$ cat src/rtl/uart_rx.sv
// -----------------------------------------------------------------------------
// uart_rx -- receive side of the board UART link.
//
// Deserialises an asynchronous serial line into DATA_BIT-wide words. Frame:
// 1 start bit (low), DATA_BIT data bits LSB first, an optional even-parity bit,
// and STOP_BIT stop bits (high). Good words go to a one-entry holding register
// with a valid/ready interface. Errors are reported as single-cycle pulses.
//
// Optional build macro: UART_RX_MAJORITY_VOTE_EN
//   When defined, each sample point takes the 2-of-3 majority of the
//   synchronised line around the nominal sample count. This needs
//   CLOCK_PER_BIT >= 8. When undefined, a single sample is taken and the vote
//   logic is absent.
//
// Ports:
//   clk             in   system clock
//   a_reset_n       in   asynchronous reset, active low
//   uart_in         in   serial line, asynchronous to clk, idles high
//   valid_out       out  data_out holds an unconsumed word
//   ready_in        in   consumer accepts the word when valid_out && ready_in
//   data_out        out  received word, stable while valid_out is high
//   busy_out        out  receiver FSM is not idle
//   parity_err_out  out  pulse: parity mismatch, word discarded
//   frame_err_out   out  pulse: a stop bit sampled low, word discarded
//   overrun_err_out out  pulse: good word arrived while the holding register
//                        was full; the new word is discarded
// -----------------------------------------------------------------------------
module uart_rx #(
   parameter int DATA_BIT      = 8,
   parameter int PARITY_BIT    = 1,
   parameter int STOP_BIT      = 1,
   parameter int CLOCK_PER_BIT = 1000
) (
   input  logic                clk,
   input  logic                a_reset_n,
   input  logic                uart_in,
   output logic                valid_out,
   input  logic                ready_in,
   output logic [DATA_BIT-1:0] data_out,
   output logic                busy_out,
   output logic                parity_err_out,
   output logic                frame_err_out,
   output logic                overrun_err_out
);

   typedef enum logic [2:0] {
      ST_IDLE,
      ST_START,
      ST_DATA,
      ST_PARITY,
      ST_STOP,
      ST_BREAK
   } state_t;

   localparam logic [15:0] BIT_LAST  = 16'(CLOCK_PER_BIT - 1);
   localparam logic [15:0] HALF_LAST = 16'((CLOCK_PER_BIT / 2) - 1);
   localparam logic [3:0]  DATA_LAST = 4'(DATA_BIT - 1);
   localparam logic [3:0]  STOP_LAST = 4'(STOP_BIT - 1);

   // ---------------------------------------------------------------------------
   // Input conditioning
   // ---------------------------------------------------------------------------
   logic rx_meta;
   logic rx_s;

   // Synchroniser resets to the idle (high) line level so reset release never
   // looks like a start edge.
   always_ff @(posedge clk or negedge a_reset_n) begin
      if (!a_reset_n) begin
         rx_meta <= 1'b1;
         rx_s    <= 1'b1;
      end else begin
         // NOTE: non-blocking assignments make both flops capture the values
         // from before the edge, giving a real two-stage chain; blocking
         // assignments here would collapse it into a single flop.
         rx_meta <= uart_in;
         rx_s    <= rx_meta;
      end
   end

   // edge_in drives start/break detection; sample is the value taken at a
   // sample point.
   logic edge_in;
   logic sample;

`ifdef UART_RX_MAJORITY_VOTE_EN
   logic rx_d1;
   logic rx_d2;

   always_ff @(posedge clk or negedge a_reset_n) begin
      if (!a_reset_n) begin
         rx_d1 <= 1'b1;
         rx_d2 <= 1'b1;
      end else begin
         rx_d1 <= rx_s;
         rx_d2 <= rx_d1;
      end
   end

   // The whole timebase runs one cycle late, so rx_d1 sits at the nominal
   // sample point. rx_d2 and rx_s are its neighbours at c-1 and c+1, and the
   // decision lands at c+1 in line time.
   assign edge_in = rx_d1;
   assign sample  = (rx_s & rx_d1) | (rx_s & rx_d2) | (rx_d1 & rx_d2);
`else
   assign edge_in = rx_s;
   assign sample  = rx_s;
`endif

   // ---------------------------------------------------------------------------
   // Receiver FSM, bit timer and holding register
   // ---------------------------------------------------------------------------
   state_t              state;
   logic [15:0]         count;
   logic [3:0]          bit_cnt;
   logic [DATA_BIT-1:0] shift_reg;
   logic [DATA_BIT-1:0] shift_next;
   logic                parity_bad;
   logic                frame_bad;
   logic                done;

   logic tick;
   logic half;

   assign tick     = (count == BIT_LAST);
   assign half     = (count == HALF_LAST);
   assign busy_out = (state != ST_IDLE);

   // New bits enter at the MSB and shift right, so the first bit received ends
   // up in bit 0. Written as a shift followed by an MSB overwrite, this also
   // works when DATA_BIT is 1.
   always_comb begin
      // NOTE: shift_next gets a full default before it is modified; any path
      // through a combinational block that leaves a variable unassigned
      // infers a latch.
      shift_next             = shift_reg >> 1;
      shift_next[DATA_BIT-1] = sample;
   end

   always_ff @(posedge clk or negedge a_reset_n) begin
      if (!a_reset_n) begin
         // NOTE: the holding register and shift register reset too. A
         // mid-frame reset must leave no stale word behind, and this is a
         // single register rather than a RAM array, so the reset costs
         // nothing.
         state           <= ST_IDLE;
         count           <= '0;
         bit_cnt         <= '0;
         shift_reg       <= '0;
         parity_bad      <= 1'b0;
         frame_bad       <= 1'b0;
         done            <= 1'b0;
         valid_out       <= 1'b0;
         data_out        <= '0;
         parity_err_out  <= 1'b0;
         frame_err_out   <= 1'b0;
         overrun_err_out <= 1'b0;
      end else begin
         parity_err_out  <= 1'b0;
         frame_err_out   <= 1'b0;
         overrun_err_out <= 1'b0;
         done            <= 1'b0;

         // Consume. A load further down overrides this in the same cycle.
         if (valid_out && ready_in) begin
            valid_out <= 1'b0;
         end

         // Frame completion, one cycle after the last stop sample.
         if (done) begin
            if (frame_bad) begin
               frame_err_out <= 1'b1;
            end else if (parity_bad) begin
               parity_err_out <= 1'b1;
            end else if (!valid_out || ready_in) begin
               data_out  <= shift_reg;
               valid_out <= 1'b1;
            end else begin
               overrun_err_out <= 1'b1;
            end
         end

         // Bit timer. The state cases below clear it on every transition.
         if (state == ST_IDLE || tick) begin
            count <= '0;
         end else begin
            count <= count + 16'd1;
         end

         case (state)
            ST_IDLE: begin
               if (!edge_in) begin
                  state <= ST_START;
               end
            end

            ST_START: begin
               if (half) begin
                  count <= '0;
                  if (!sample) begin
                     state      <= ST_DATA;
                     bit_cnt    <= '0;
                     shift_reg  <= '0;
                     parity_bad <= 1'b0;
                     frame_bad  <= 1'b0;
                  end else begin
                     // The line went back high: treat it as a glitch and
                     // raise no error.
                     state <= ST_IDLE;
                  end
               end
            end

            ST_DATA: begin
               if (tick) begin
                  shift_reg <= shift_next;
                  if (bit_cnt == DATA_LAST) begin
                     bit_cnt <= '0;
                     state   <= (PARITY_BIT > 0) ? ST_PARITY : ST_STOP;
                  end else begin
                     bit_cnt <= bit_cnt + 4'd1;
                  end
               end
            end

            ST_PARITY: begin
               if (tick) begin
                  parity_bad <= sample ^ (^shift_reg);
                  state      <= ST_STOP;
               end
            end

            ST_STOP: begin
               if (tick) begin
                  if (!sample) begin
                     frame_bad <= 1'b1;
                  end
                  if (bit_cnt == STOP_LAST) begin
                     bit_cnt <= '0;
                     done    <= 1'b1;
                     // A low final stop bit means a break or a stuck line.
                     // Wait for the line to go high again before looking for
                     // another start.
                     state <= sample ? ST_IDLE : ST_BREAK;
                  end else begin
                     bit_cnt <= bit_cnt + 4'd1;
                  end
               end
            end

            ST_BREAK: begin
               if (edge_in) begin
                  state <= ST_IDLE;
                  count <= '0;
               end
            end

            default: begin
               state <= ST_IDLE;
               count <= '0;
            end
         endcase
      end
   end

endmodule

$ cat config.mk
export PLATFORM = sky130hd
export DESIGN_NAME = uart_rx
export DESIGN_NICKNAME = d
export VERILOG_FILES = /design/src/rtl/uart_rx.sv
export SDC_FILE = /design/constraint.sdc
export NUM_CORES = 1
export LEC_CHECK = 0
export BUFFER_PORTS_ARGS = -buffer_cell sky130_fd_sc_hd__buf_2
export CAP_MARGIN = 30
export CORE_MARGIN = 2
export CORE_UTILIZATION = 59
export DETAILED_ROUTE_END_ITERATION = 8
export PLACE_DENSITY = 0.89
export SYNTH_ARGS = -nofsm -noshare
export SYNTH_HDL_FRONTEND = slang
export SYNTH_SLANG_ARGS = --single-unit
$ cat constraint.sdc
create_clock -name clk -period 2.8 [get_ports clk]
set_input_delay 0.56 -clock clk [delete_from_list [all_inputs] [get_ports clk]]
set_output_delay 0.56 -clock clk [all_outputs]
set_load 0.01 [all_outputs]
==> results.toml, run 1 <==
[status]
status = "completed"

[route]
via_per_inst = 5.71
dr.pass1.iters = 4
drc = 0
final_antenna_net_count = 0
wire_per_inst_um = 13.7
drt-total-wl_um = 3920
vias = 1632
drt_iter0_markers = 68

[synthesis]
synth_ff_type = "dfrtp_1"
synth_xor_area_share_pct = 8.39
yosysWarnings = 0
synthArstFlopShare_pct = 100
synth_top_area_cell = "dfrtp_1"
netlist_area_sq_um = 2300
synthCells = 216
yosys-top-cells-area = "dfrtp_1 50%, xnor2_1 4.6%, nor2_1 4.1%, mux2_2 3.9%, xor2_1 3.8%"
synth.distinct_cells = 42
synth_nets = 223
synth.top_cell.area_share_pct = 50.1
synth_edf_count = 0
syn_avg_cell_area_sq_um = 10.6
ys_seq_elements = 48
synth_top_family_by_area = "simple AND/OR/NAND/NOR gates"
synth_mux_area_share_pct = 4.36
synth-compound-area-share_pct = 9.69
synth-adder-area-share_pct = 1.63
yosys.area_share.simple_pct = 21.3
seq_area_frac_synth_pct = 52.4

[worst_setup_path]
rr_worst_depth = 6
crit_path_max_incr_delay_ns = 0.57
crit_fanout = 9
crit_path_end_kind = "flop"
start_kind = "flop"
required_ns = 2.99
worstReg2RegEnd = "count[13]"
path_cells = "or4_4 > nor4_4 > nor2b_1 > o31ai_2 > buf_4 > nor2_1"
cp-startpoint = "count[12]"
r2r-start = "count[12]"
path_class = "flop to flop"
critPathSlowestCell = "or4_4"
crit_arrival_ns = 2.54
r2r_slack_ns = 0.44

[layout]
largest_reg_flops = 16
final_nets = 244
syn2layout_area_growth_pct = 12.0
drive_gt1_share_pct = 18.9
diodes = 0

[timing]
fin_skew_ns = 0.0127
maxSlewViolCount = 0
worstMarginPinSlew_ns = 0.618
fin_ws_ns = 0.444
rsz0062_at_grt = "false"
setup_viol = 0
layout_min_cycle_time_ns = 2.36
tns_ns = 0
period_share_pct = 84.1
hold_viol_final = 0
slew_headroom_pct = 58.5
fmax_mhz = 424
whs_ns = 0.325

[floorplan]
dieHeight_um = 66.4
start_util_pct = 61.8
die_area_sq_um = 4410
rows = 22
core_area_sq_um = 3720
fp.dieW_um = 66.4
ios = 17

[hold_path]
hp-class = "input pin to async pin"

[clocking]
cts-htree-levels = 2
clkLatencyLatePin_ns = 0.31
ctsHoldBuffers = 0
root_buffer = "clkbuf_8"
ctsResizeCount = 0
cts_setup_buffers = 0
cts_tree = "done"
cts_inserted_buffers = 5
clock_path_buffers = 2
clk_pin_slew_worst_paths_ns = 0.08
clock-sinks = 48

[placed_design]
post-place-ws_ns = 0.441
io_buffers = 16
globalplace.congestion = 0.864
dp_hpwl_um = 2760

[global_routing]
overflow = 0
track_usage_pct = 20.5
grt_pass1_wl_um = 6910
grt_pass1_vias = 1531
antenna_found_initial = 0
grt_max_degree = 49

[power]
power.density_nw_per_um2 = 487
finalPower_mw = 1.25
p_leak_nw = 1.22
vdd_drop_max_mv = 0.259

[run]
maxCapViolCount = 0
final cells by class:
type                            count  area [sq um]
Fill cell                         287          1140
Tap cell                           48          60.1
Inverter                            6          22.5
Clock inverter                      1          30.0
Timing Repair Buffer               21           118
Clock buffer                        7          96.3
Multi-Input combinational cell    155          1040
Sequential cell                    48          1200
Yosys cell counts (2+ instances only):
cell type and number:
nand4_1 3, xor2_1 10, dfstp_2 2, and2_1 2, nor2b_1 7, nor3b_1 2
ha_1 3, nor3_1 6, xnor2_1 12, nand2b_1 4, inv_1 6, o21a_1 2
dfrtp_1 46, mux2_2 8, or3_1 3, nor2_1 25, o21ai_0 9, a22o_1 8
clkbuf_1 4, buf_2 2, nand2_1 12, a21oi_1 6, nand3_1 11, and3_1 5
placed cells by master, fill, tap and decap left out, drive strengths merged, types with 3 or more instances in the layout:
cell type	Yosys	final
buf	3	21
mux2	8	8
nor3	7	7
nand2b	4	4
a22o	8	8
inv	6	6
o21ai	9	9
xnor2	12	12
ha	3	3
and3	5	5
nor2	25	25
nor2b	7	7
nand4	3	3
clkbuf	4	7
nand2	12	12
nand3	11	11
or3	3	3
xor2	10	10
a21oi	6	6
dfrtp	46	46
stage by stage:
step / cell area (sq um) / instances / utilization [%]
global route: 2570 / 286 / 69.2
finish: 2570 / 286 / 69.2
detailed placement: 2450 / 278 / 65.8
global placement: 2440 / 277 / 65.6
floorplan: 2300 / 216 / -
CTS: 2570 / 286 / 69.2
logic make-up after synthesis:
| logic type | after synthesis |
|---|---|
| AOI/OAI and AO/OA | 32 |
| xor gates and xnor gates | 22 |
| adders and majority gates | 3 |
| buffers and inverters | 13 |
| DFF | 48 |
| muxes | 9 |
| and+or+nand+nor | 89 |
metal layers:
| metal | global-route usage, % | part of all wire (%) | vias to the layer above | wire length, um |
|---|---|---|---|---|
| met5 | 0 | 0 | - | 0 |
| met4 | 5.87 | 1.1 | 0 | 45 |
| met1 | 27.0 | 46 | 798 | 1790 |
| met3 | 5.28 | 3.6 | 6 | 142 |
| li1 | - | - | 794 | - |
| met2 | 33.5 | 49 | 34 | 1940 |
how the worst max path moves through the flow:
stage,to,slack (ns)
3_3_place_gp,count[15],0.33
5_1_grt,count[13],0.27
3_5_place_dp,count[13],0.44
2_1_floorplan,shift_reg[0],0.49
6_report,count[13],0.44
4_1_cts,count[13],0.43
worst max-delay path, delay by kind of cell, from the launching register on:
family | cells | cell delay, ns
AOI/OAI and AO/OA | 1 | 0.54
buffers and inverters | 1 | 0.28
and+or+nand+nor | 4 | 1.01
DFF | 1 | 0.41
where the power goes:
part	leakage (nW)	switching [mW]	internal, mW
logic	0.508	0.0141	0.00412
clock network	0.0645	0.221	0.315
registers	0.649	0.00205	0.695
total	1.22	0.237	1.01
(Power assumes the default switching activity.)
==> run 2: changes to the inputs <==
Settings changed: ABC_AREA set to 1, CORE_UTILIZATION 59 to 60, PLACE_DENSITY 0.89 to 0.9.
Clock period 2.8 ns to 2.3 ns, I/O delays scaled along.
==> results.toml, run 2 <==
[layout]
diodes = 0
multiInputGateArea_sq_um = 1180
final_cell_mix = "75 x nand2_1, 47 x nor2_1, 46 x dfrtp_1, 33 x inv_1, 31 x nand3_1"
final_common_cell = "nand2_1"
finish.utilization_pct = 68.9
final_nets = 347
regArea_sq_um = 1200
fillers = 319
drive_gt1_share_pct = 13.5
largest_reg_flops = 16
syn2layout_area_growth_pct = 9.62

[synthesis]
yosysWarnings = 0
synth_nets = 325
ys_top_cells_by_count = "75 x nand2_1, 47 x nor2_1, 46 x dfrtp_1"
ys_seq_elements = 48
post-synth-top-count-cell = "nand2_1"
synthArstFlopShare_pct = 100
synth_ff_type = "dfrtp_1"
seq_area_frac_synth_pct = 47.2
netlist_area_sq_um = 2550
synth.top_cell.area_share_pct = 45.1
syn_avg_cell_area_sq_um = 8.02
yosys-top-cells-area = "dfrtp_1 45%, nand2_1 11%, nor2_1 6.9%, nand3_1 6.1%, inv_1 4.9%"
synthCells = 318
synth_top_area_cell = "dfrtp_1"
synth.distinct_cells = 28
synth_edf_count = 0

[global_routing]
track_usage_pct = 22.4
grt_pass1_wl_um = 8770
overflow = 0
grt_pass1_vias = 2039
grt_max_degree = 28
antenna_found_initial = 0

[route]
final_antenna_net_count = 0
dr.pass1.iters = 7
drt-total-wl_um = 5030
vias = 2107
drc = 0
drt_iter0_markers = 204
wire_per_inst_um = 12.9
via_per_inst = 5.39

[clocking]
cts-htree-levels = 2
clkLatencyLatePin_ns = 0.30
ctsResizeCount = 0
clock_path_buffers = 2
cts_inserted_buffers = 5
cts_tree = "done"
ctsHoldBuffers = 0
root_buffer = "clkbuf_8"
clk_pin_slew_worst_paths_ns = 0.08
cts_setup_buffers = 0
clock-sinks = 48

[worst_setup_path]
path_class = "flop to primary output"
crit_path_end_kind = "primary output"
crit_path_max_incr_delay_ns = 0.46
start_kind = "flop"
critPathSlowestCell = "dfrtp_1"
r2r_slack_ns = 0.50
crit_fanout = 5
required_ns = 1.84
crit_arrival_ns = 1.35
path_cells = "inv_2 > nand2_2 > nor2_1 > clkinv_2 > buf_2"

[timing]
tns_ns = 0
slew_headroom_pct = 59.7
whs_ns = 0.160
rsz0062_at_grt = "false"
fmax_mhz = 552
setup_viol = 0
maxSlewViolCount = 0
worstMarginPinSlew_ns = 0.604
period_share_pct = 78.7
fin_skew_ns = 0.00671
layout_min_cycle_time_ns = 1.81
hold_viol_final = 0

[floorplan]
rows = 23
ios = 17
fp.dieW_um = 69.2
core_area_sq_um = 4060
die_area_sq_um = 4790
start_util_pct = 62.8
dieHeight_um = 69.2

[power]
power.density_nw_per_um2 = 531
vdd_drop_max_mv = 0.299
finalPower_mw = 1.48
p_leak_nw = 1.45

[hold_path]
hp-class = "input pin to async pin"

[placed_design]
dp_hpwl_um = 3660
io_buffers = 16
globalplace.congestion = 0.879

[run]
maxCapViolCount = 0

[status]
status = "completed"
==> run 2: cell types whose count changed after synthesis, moves of 5 or more <==
cell,previous run,this run
nand2_1,12,75
inv_1,6,33
mux2_2,8,0
nand3_1,11,31
o21ai_0,9,22
nor2b_1,7,0
a22o_1,8,0
and3_1,5,0
nand2_2,0,5
nor2_1,25,47
==> run 2: cell families (layout without fill, tap and decap cells) <==
family	Yosys count	count (layout)	share of synthesized area (%)
compound gates	29	29	6.18
flops	48	48	47.2
buf+inv	40	63	6.43
simple gates	176	176	31.2
xor+xnor	22	22	7.56
fa+ha+maj	3	3	1.47
==> run 2: path summary, 6_finish.rpt <==
path                            startpoint          end  cells past startpoint
min in group clk                   uart_in      rx_meta                      1
worst max register to register    state[2]   bit_cnt[2]                      8
max in group asynchronous        a_reset_n  data_out[6]                      2
worst min-delay path             a_reset_n     state[1]                      1
worst min register to register     rx_meta      edge_in                      0
worst max-delay path              state[0]     busy_out                      5
==> run 2: stage by stage <==
| step | setup WS [ns] | instances | instance area (sq um) |
|---|---|---|---|
| 2_1_floorplan | 0.860 | 318 | 2550 |
| 3_3_place_gp | 0.581 | 383 | 2680 |
| 3_5_place_dp | 0.542 | 383 | 2680 |
| 4_1_cts | 0.480 | 391 | 2800 |
| 5_1_grt | 0.318 | 391 | 2800 |
| 6_report | 0.490 | 391 | 2800 |
==> run 2: final cells by class <==
cell class,instances,area share (%)
Clock buffer,5,2.46
Clock inverter,3,1.52
Inverter,37,5.01
Multi-Input combinational cell,230,42.3
Sequential cell,48,43.1
Tap cell,50,2.24
Timing Repair Buffer,18,3.40
==> run 2: report_power, final <==
group          total, mW  internal [mW]  switching, mW
logic             0.0324        0.00799         0.0244
registers          0.850          0.847        0.00252
clock network      0.601          0.322          0.280
==> run 2: routing by layer <==
metal	up-vias	GRT usage (%)	share of wire, %
li1	1042	-	-
met1	969	29.5	45
met2	79	37.2	47
met3	17	4.51	5.3
met4	0	7.63	2.4
met5	-	0	0
==> run 2: worst max-delay path: cells and delay by family, from the launching register on <==
family / cells / cell delay [ns]
buffers and inverters: 3 / 0.35
and+or+nand+nor: 2 / 0.25
DFF: 1 / 0.46
==> run 3: changes to the inputs <==
Settings changed: ABC_AREA 1 to 0, CORE_UTILIZATION 60 to 59, PLACE_DENSITY 0.9 to 0.89.
Clock period 2.3 ns to 1.85 ns, I/O delays scaled along.
==> results.toml, run 3 (same netlist as run 1, synthesis figures left out) <==
[route]
drt-total-wl_um = 4750
final_antenna_net_count = 0
wire_per_inst_um = 14.8
via_per_inst = 5.50
drt_iter0_markers = 171
dr.pass1.iters = 4
vias = 1761
drc = 0

[power]
p_leak_nw = 1.39
vdd_drop_max_mv = 0.405
power.density_nw_per_um2 = 589

[clocking]
clkLatencyLatePin_ns = 0.30
cts_tree = "done"
cts-htree-levels = 2
root_buffer = "clkbuf_8"
clock-sinks = 48
cts_inserted_buffers = 5
clock_path_buffers = 2
clk_pin_slew_worst_paths_ns = 0.08

[timing]
rsz0062_at_grt = "true"
fin_ws_ns = -0.230
fin_skew_ns = 0.00742
maxSlewViolCount = 0
tns_ns = -5.10
worstMarginPinSlew_ns = 0.581
period_share_pct = 112
layout_min_cycle_time_ns = 2.08
setup_viol = 34
hold_viol_final = 0
slew_headroom_pct = 61.2
fmax_mhz = 481
whs_ns = 0.148

[layout]
final_common_cell = "dfrtp_1"
diodes = 0
largest_reg_flops = 16
syn2layout_area_growth_pct = 26.7
final_cell_mix = "46 x dfrtp_1, 37 x buf_4, 24 x nor2_1, 16 x buf_2"
final_nets = 278
drive_gt1_share_pct = 32.7

[floorplan]
rows = 22
die_area_sq_um = 4410
ios = 17
dieHeight_um = 66.4
start_util_pct = 61.8
core_area_sq_um = 3720
fp.dieW_um = 66.4

[worst_setup_path]
start_kind = "flop"
crit_arrival_ns = 2.31
path_class = "flop to flop"
crit_path_max_incr_delay_ns = 0.56
path_cells = "or4_4 > or4_4 > buf_12 > buf_4 > nor3b_2 > o21ai_1 > nand2_1"
critPathTopFamily = "simple AND/OR/NAND/NOR gates"
crit_fanout = 4
required_ns = 2.08
critical_path_buf_inv_count = 2
critPathSlowestCell = "or4_4"
crit_path_end_kind = "flop"
worst_path_most_repeated_cell = "or4_4"

[global_routing]
overflow = 0
track_usage_pct = 22.7
grt_pass1_wl_um = 7490
antenna_found_initial = 0
grt_pass1_vias = 1698
grt_max_degree = 49

[placed_design]
io_buffers = 16
post-place-ws_ns = -0.241
dp_hpwl_um = 3110
globalplace.congestion = 0.846

[hold_path]
hp-class = "input pin to async pin"

[run]
maxCapViolCount = 0

[status]
status = "complete, but fails checks"
violations = "negative setup slack"
==> run 3: changes by cell type in the layout (fill, tap and decap cells not counted), moves of 5 or more <==
cell	change
mux2_2	+8
nand2_2	-5
o21ai_1	+6
nand2_1	-63
o21ai_0	-19
buf_4	+35
nor2b_1	+6
nor2_1	-23
a22o_1	+8
inv_1	-27
nand3_1	-22
==> run 3: layout make-up <==
| type | count | area, sq um |
|---|---|---|
| flip-flops and latches | 48 | 1200 |
| inverters | 6 | 22.5 |
| repair buffers | 55 | 398 |
| well taps | 48 | 60.1 |
| fillers | 226 | 805 |
| multi-input cells | 155 | 1140 |
| clock buffers | 8 | 90.1 |
==> run 3: worst paths after layout <==
check                           from           to  slack (ns)  cells after the start
min                        a_reset_n  data_out[4]        0.15                      2
max                        count[15]   bit_cnt[2]       -0.23                      7
max reg2reg                count[15]   bit_cnt[2]       -0.23                      7
min reg2reg                  rx_meta      edge_in        0.36                      0
max in group asynchronous  a_reset_n   bit_cnt[1]        1.30                      2
min in group clk             uart_in      rx_meta        0.17                      1
==> run 3: worst register-to-register path, stage by stage (launching register included) <==
cell and delay [ns]:
dfrtp_1 0.39, or4_4 0.56, or4_4 0.47, buf_12 0.16, buf_4 0.12, nor3b_2 0.14
o21ai_1 0.09, nand2_1 0.09
==> run 3: layer usage <==
metal,part of all wire [%],vias to the layer above,GRT usage [%],routed length (um)
met2,53,38,39.5,2510
met5,0,-,0,0
met3,3.2,4,5.79,154
met4,0.84,0,8.42,40
li1,-,865,-,-
met1,43,854,26.9,2050
==> run 3: metrics by stage <==
| stage | power, mW | cells | util (%) | cell area (sq um) |
|---|---|---|---|---|
| 2_1_floorplan | 1.08 | 216 | - | 2340 |
| 3_3_place_gp | 1.11 | 306 | 72.9 | 2710 |
| 3_5_place_dp | 1.11 | 306 | 72.9 | 2710 |
| 4_1_cts | 1.72 | 315 | 76.2 | 2830 |
| 5_1_grt | 1.78 | 320 | 78.4 | 2910 |
| 6_report | 1.71 | 320 | 78.4 | 2910 |
==> run 3: power by group <==
group          switching (mW)  total [mW]  internal (mW)  leakage [nW]
Clock                   0.324       0.628          0.305        0.0455
Combinational          0.0241      0.0303        0.00625         0.697
Sequential            0.00373        1.06           1.05         0.649
==> run 3: what timing repair did <==
action	4_1_cts	5_1_grt
endpoints found under the setup margin	32	35
hold buffers	0	0
pin swaps	15	8
buffers inserted	1	5
resized for setup	10	7
